### src/rtl/demux_4_stream.sv
// demux_4_stream: registered 1-to-4 valid/ready stream demultiplexer.
// A source beat is steered to one of four destination ports. Each port has a
// one-entry output register. Multi-beat bursts lock the select from the first
// beat until the beat flagged last.
//
// Ports:
//   clk, rst_n            clock, synchronous active-low reset
//   s_valid/s_ready       source handshake
//   s_data, s_sel, s_last source beat data, destination select, end of burst
//   m_valid[3:0]          per-port valid (bit i = port i)
//   m_ready[3:0]          per-port ready (bit i = port i)
//   m_data0..m_data3      per-port data
//   burst_active          high while a burst holds the select locked
//   beat_count            beats accepted in the current burst, saturating at 255
module demux_4_stream #(
    parameter int unsigned WIDTH = 32
) (
    input  logic             clk,
    input  logic             rst_n,
    input  logic             s_valid,
    output logic             s_ready,
    input  logic [WIDTH-1:0] s_data,
    input  logic [1:0]       s_sel,
    input  logic             s_last,
    output logic [3:0]       m_valid,
    input  logic [3:0]       m_ready,
    output logic [WIDTH-1:0] m_data0,
    output logic [WIDTH-1:0] m_data1,
    output logic [WIDTH-1:0] m_data2,
    output logic [WIDTH-1:0] m_data3,
    output logic             burst_active,
    output logic [7:0]       beat_count
);

    typedef enum logic [0:0] {StIdle, StLocked} state_e;

    state_e           state_q, state_d;
    logic [1:0]       lock_sel_q, lock_sel_d;
    logic [7:0]       beat_count_q, beat_count_d;
    logic [3:0]       m_valid_q, m_valid_d;
    logic [WIDTH-1:0] m_data_q [4];
    logic [WIDTH-1:0] m_data_d [4];

    logic [1:0] tgt;
    logic       accept;

    // Only the target port's occupancy and ready feed s_ready, so there is no
    // combinational path from a non-target m_ready to the source.
    assign tgt     = (state_q == StLocked) ? lock_sel_q : s_sel;
    assign s_ready = rst_n & (~m_valid_q[tgt] | m_ready[tgt]);
    assign accept  = s_valid & s_ready;

    // State register (synchronous reset)
    always_ff @(posedge clk) begin
        if (!rst_n) begin
            state_q      <= StIdle;
            lock_sel_q   <= 2'd0;
            beat_count_q <= 8'd0;
            m_valid_q    <= 4'b0000;
            for (int i = 0; i < 4; i++) begin
                m_data_q[i] <= '0;
            end
        end else begin
            state_q      <= state_d;
            lock_sel_q   <= lock_sel_d;
            beat_count_q <= beat_count_d;
            m_valid_q    <= m_valid_d;
            for (int i = 0; i < 4; i++) begin
                m_data_q[i] <= m_data_d[i];
            end
        end
    end

    // Next-state logic: burst FSM and counter
    always_comb begin
        state_d      = state_q;
        lock_sel_d   = lock_sel_q;
        beat_count_d = beat_count_q;
        unique case (state_q)
            StIdle: begin
                if (accept) begin
                    if (s_last) begin
                        beat_count_d = 8'd0;
                    end else begin
                        state_d      = StLocked;
                        lock_sel_d   = s_sel;
                        beat_count_d = 8'd1;
                    end
                end
            end
            StLocked: begin
                if (accept) begin
                    if (s_last) begin
                        state_d      = StIdle;
                        beat_count_d = 8'd0;
                    end else if (beat_count_q != 8'hff) begin
                        beat_count_d = beat_count_q + 8'd1;
                    end
                end
            end
            default: state_d = StIdle;
        endcase
    end

    // Next-state logic: per-port output registers. A load wins over a drain,
    // which keeps valid high for back-to-back beats.
    always_comb begin
        m_valid_d = m_valid_q;
        for (int i = 0; i < 4; i++) begin
            m_data_d[i] = m_data_q[i];
            if (accept && (tgt == 2'(i))) begin
                m_valid_d[i] = 1'b1;
                m_data_d[i]  = s_data;
            end else if (m_ready[i]) begin
                m_valid_d[i] = 1'b0;
            end
        end
    end

    // Outputs
    always_comb begin
        burst_active = (state_q == StLocked);
        beat_count   = beat_count_q;
        m_valid      = m_valid_q;
        m_data0      = m_data_q[0];
        m_data1      = m_data_q[1];
        m_data2      = m_data_q[2];
        m_data3      = m_data_q[3];
    end

endmodule

### config.mk
export PLATFORM = sky130hd
export DESIGN_NAME = demux_4_stream
export DESIGN_NICKNAME = d
export VERILOG_FILES = /design/src/rtl/demux_4_stream.sv
export SDC_FILE = /design/constraint.sdc
export NUM_CORES = 1
export LEC_CHECK = 0
export CAP_MARGIN = 15
export CELL_PAD_IN_SITES_DETAIL_PLACEMENT = 0
export CELL_PAD_IN_SITES_GLOBAL_PLACEMENT = 1
export CORE_MARGIN = 5
export CORE_UTILIZATION = 32
export DETAILED_ROUTE_END_ITERATION = 8
export GPL_TIMING_DRIVEN = 1
export PLACE_DENSITY_LB_ADDON = 0.1
export SLEW_MARGIN = 20
export SYNTH_ARGS = -nofsm -noshare
export SYNTH_HDL_FRONTEND = slang
export SYNTH_SLANG_ARGS = --single-unit
### constraint.sdc
create_clock -name clk -period 2.5 [get_ports clk]
set_clock_uncertainty 0.05 [all_clocks]
set_input_delay 0.5 -clock clk [delete_from_list [all_inputs] [get_ports clk]]
set_output_delay 0.5 -clock clk [all_outputs]
set_load 0.02 [all_outputs]
# Word level (Yosys, flattened, before mapping)
# Memories as Yosys holds them, arrays and structs flattened.
# Index checks and enable logic that the tools add are counted.
classes:
  mux: 33
  n_addsub: 1
  n_reduce_logical: 11
  eq_ne: 7
  order_cmp: 1
  n_bitwise: 10
op_table:
  columns: ["op", "count"]
  rows:
  - ["2-to-1 mux 32 bit", 8]
  - ["2-to-1 mux 8 bit", 4]
  - ["2-to-1 mux 1 bit", 16]
  - ["one-hot mux 8 bit (2 select lines)", 1]
  - ["adder 8 x 1 -> 8 bit, second input constant", 1]
  - ["!= test 8 bit, second input constant", 1]
  - ["nonzero test 2 bit", 4]
  - ["AND reduction 3 bit", 2]
  - ["OR 1 bit", 5]
  - ["binary-select mux 1 bit (select 2 bit)", 2]
  - ["equality test 2 bit, second input constant", 2]
  - ["logical AND 1 bit", 4]
  - ["less-than comparator 2 x 3 -> 1 bit, second input constant", 1]
  - ["!= test 3 x 2 -> 1 bit, second input constant", 1]
  - ["inverter 1 bit", 3]
  - ["bitwise AND 1 bit", 2]
  - ["equality test 2 x 1 -> 1 bit, second input constant", 1]
  - ["zero test 2 bit", 1]
  - ["2-to-1 mux 2 bit", 1]
  - ["!= test 2 x 1 -> 1 bit, second input constant", 1]
  - ["!= test 2 bit, second input constant", 1]
  - ["one-hot mux 1 bit (2 select lines)", 1]
totals:
  inputBits: 42
  register_bits: 15
  ram_bits: 128
  n_memories: 1
mem_list:
  columns: ["name", "words", "word_bits", "read_ports", "rd_ports_with_merged_regs", "wr", "line", "source"]
  rows:
  - ["m_data_q", 4, 32, 4, 0, 4, "41", "logic [WIDTH-1:0] m_data_q [4];"]

# Longest topological paths before layout
logic_depth:
  depth_word: 10
  mapped_depth: 9

# Least setup slack after synthesis
# No wires, ideal clock.
synth_path:
  path_type: "reg2out"
  from: "register (tool-made name)"
  to: "output s_ready"
  stages_incl_launch_ff: 7
  n_path_buf: 2
  arrival_time_ns: 2.002
  setup_slack_ns: -0.052
  required_ns: 1.950
  path_cell_list: "dfxtp_1 buf_6 mux2i_4 mux2_4 mux2i_2 buf_6 and2_1"
synth_lines:
  columns: ["item", "line", "source"]
  rows:
  - ["to (decl)", "21", "output logic s_ready,"]

==> results.txt <==
----------------------------------------------------
[Clock tree]
  CTS buffer count ... 17
  CTS Buffer Depth ... 2
  CTS HTree Levels ... 4
  TritonCTS clock tree ... yes
  Sinks on Clock Net ... 143
  CTS clock-pin slew for the worst setup and hold paths ... 0.06 ns
  Clock root cell ... sky130_fd_sc_hd__clkbuf_16
  Number of buffers added to fix hold violations after cts ... 0
  Worst-Skew Late Latency ... 0.43 ns

[Detailed routing]
  Number of violations reported at the end of detailed-routing iteration 0 ... 231
  Detailed Routing Iterations Pass 1 ... 4
  Detail-routed net length per standard cell ... 16.0 um
  Total DRC errors in the routed layout ... 0
  Via total after detailed routing ... 5,122
  Antenna violation net count after detailed routing ... 0
  Total wire length after detailed routing ... 17,300 um
  Vias per inst ... 4.72

[Synth]
  Proportion of netlist area held by the largest area contributor ... 54.4%
  Most common flop cell mapped by yosys ... sky130_fd_sc_hd__dfxtp_1
  Flop and latch count out of synthesis ... 143
  Post-synthesis instance total ... 661
  EDFF count, synth ... 0
  Fraction of the yosys area taken by sequential cells ... 54.4%
  Nets in the synthesized netlist ... 704
  FFs w/ async S/R, synth ... 0%
  Synthesized area divided by synthesized cell count ... 7.97 um2
  Syn Std Cell Area ... 0.00527 mm2
  Count of different cell masters after synthesis ... 36
  Post-synth top area cell ... sky130_fd_sc_hd__dfxtp_1
  Number of warnings issued by yosys ... 0
  Leading post-synthesis cells by cell area ... sky130_fd_sc_hd__dfxtp_1 (54%), sky130_fd_sc_hd__nand2_1 (19%), sky130_fd_sc_hd__a21oi_1 (13%)

[STA]
  Final max-slew violation count ... 0
  Crit path setup slack, layout ... 0.0894 ns
  Remaining max-slew budget at the tightest pin ... 77.1%
  Final Hold Violating Endpoints ... 0
  Crit path time final ... 2.41 ns
  Setup-failing EPs final ... 0
  Tcrit/Tclk final ... 96.4%
  Fmax ... 0.415 GHz
  Unrepaired setup endpoints after global routing ... false
  Slew at the pin closest to its max-slew limit ... 0.344 ns

[Layout]
  Leading cell type in the layout, fill and taps excluded ... sky130_fd_sc_hd__nand2_1
  Most frequent cells in the layout ... sky130_fd_sc_hd__nand2_1 (269), sky130_fd_sc_hd__clkdlybuf4s50_1 (181), sky130_fd_sc_hd__dfxtp_1 (142)
  Number of inserted filler cells in the final layout ... 1,630
  Total inserted antenna cells ... 0
  Area grow syn2layout ... 54.6%
  Post-Route Utilization ... 49.8%
  Final net count ... 895
  Ratio of cells with drive above 1 in the final layout ... 9.71%

[GRT]
  Met1 Track Usage GR ... 22.6%
  Most used routing layer ... met2
  Number of global-route vias before repair ... 5,098
  Aggregate global-route resource usage ... 18.0%
  Remaining global-route overflow ... 0
  First-pass GRT wire length ... 27,800 um
  Pin count of the biggest net entering global routing ... 65
  Global-route track usage on met2 ... 28.9%
  Fraction of met3 tracks used by global routing ... 7.35%
  Initial antenna violation count ... 0

[Placement]
  DPL Wire Length ... 12,000 um
  Place WS ... -0.469 ns
  Number of buffers inserted by port buffering ... 183
  Placer's final routability congestion estimate ... 0.775

[Floorplanning]
  Vertical die dimension ... 138 um
  Die Width ... 138 um
  Initial cell density of the core ... 32.2%
  # rows ... 47
  I/O Pins ... 184
  Core Box Area ... 0.0163 mm2
  Die outline area ... 0.0191 mm2

[Setup path]
  Worst reg-to-reg path cell count ... 6
  Delay of the slowest cell on the worst path ... 0.36 ns
  Setup crit end kind ... output pin
  Most common cell on crit path ... sky130_fd_sc_hd__mux2i_4
  CP Cell Sequence ... mux2i_4 > mux2_4 > mux2i_4 > and2_1 > buf_2
  Kind of critical path ... register to output pin
  CP arrival ... 1.86 ns
  Critical path's slowest cell ... sky130_fd_sc_hd__dfxtp_2
  Worst Path Required ... 1.95 ns
  CP Launch Type ... register
  Worst setup slack for register-to-register paths ... 0.45 ns
  Crit Path Max Fanout ... 3

[Worst hold path]
  WHS Path Cells ... 2
  Hold WC Path Type ... register to register

[Job]
  Max-cap violations ... 0

[Power and ir drop]
  Worst IR Drop VDD ... 0.463 mV
  Power density of the placed cells ... 672 mW/mm2
  Leakage dissipation ... 2.78 nW

[Run status]
  Result of the run ... finished clean

----------------------------------------------------
cell families (layout without fill, tap and decap cells):
logic type	count (synthesis)	in the layout	synth area share [%]
muxes	8	8	2.11
adders and majority gates	1	1	0.238
DFF	143	143	54.4
AOI/OAI and AO/OA	149	149	14.9
buffers and inverters	52	256	4.37
and+or+nand+nor	308	308	24.0
report_power, final:
| group | leakage, nW | switching, mW | internal, mW |
|---|---|---|---|
| sequential | 1.16 | 0.0344 | 2.34 |
| clock | 0.292 | 1.11 | 1.42 |
| combinational | 1.33 | 0.313 | 0.254 |
per-stage QoR:
stage          hold WS (ns)  std cells  area, um2  TNS (ns)  power [mW]
2_1_floorplan         0.425        661       5280         0        2.67
6_report              0.401       1085       8140         0        5.47
5_1_grt               0.420       1085       8140         0        5.71
4_1_cts               0.404       1084       8120         0        5.54
3_3_place_gp          0.390       1052       7540    -0.448        2.99
3_5_place_dp          0.396       1052       7540    -0.527        2.99
per-layer routing:
layer	up-vias	share of wire, %
li1	2557	-
met1	2385	44
met4	0	1.1
met3	19	7.7
met2	161	47
met5	-	0
path summary, 6_finish.rpt:
| kind | from | endpoint |
|---|---|---|
| worst max-delay path | register | s_ready |
| worst min-delay path | m_data_q[3][11]$_SDFFE_PN0P_ | m_data_q[3][11]$_SDFFE_PN0P_ |
| worst max register to register | register | m_data_q[1][15]$_SDFFE_PN0P_ |
| worst min register to register | m_data_q[3][11]$_SDFFE_PN0P_ | m_data_q[3][11]$_SDFFE_PN0P_ |
cell usage after synthesis (all sizes together) (3+ instances only):
cell type,instances
a21oi,136
a31o,3
and2,3
buf,18
clkbuf,29
dfxtp,143
inv,5
mux2,3
mux2i,5
nand2,269
nand3,4
nand4,7
nor2,6
nor2b,5
or3,3
area by class of cell:
type | count | area, um2 | area share [%]
clock buffers | 17 | 425 | 5.23
clock inverters | 15 | 163 | 2.00
inverters | 5 | 21.3 | 0.261
multi-input cells | 466 | 2220 | 27.3
flip-flops and latches | 143 | 2860 | 35.2
well taps | 220 | 275 | 3.38
repair buffers | 219 | 2170 | 26.7
worst max-delay path, delay by kind of cell (launching register included):
kind | cells | cell delay, ns
buffers and inverters | 1 | 0.16
DFF | 1 | 0.36
muxes | 3 | 0.77
and+or+nand+nor | 1 | 0.14
repair_timing:
action | in CTS | in global routing
hold endpoints to repair | 0 | 0
setup buffers | 0 | 1
setup endpoints to repair | 1 | 1
gates resized for setup | 5 | 2
registers in the layout, summed over array words and instances (netlist names), named ones only:
name        cells
beat_count      8
lock_sel_q      2
m_data_q      128
m_valid         4
Power figures use the tool's default switching activity.
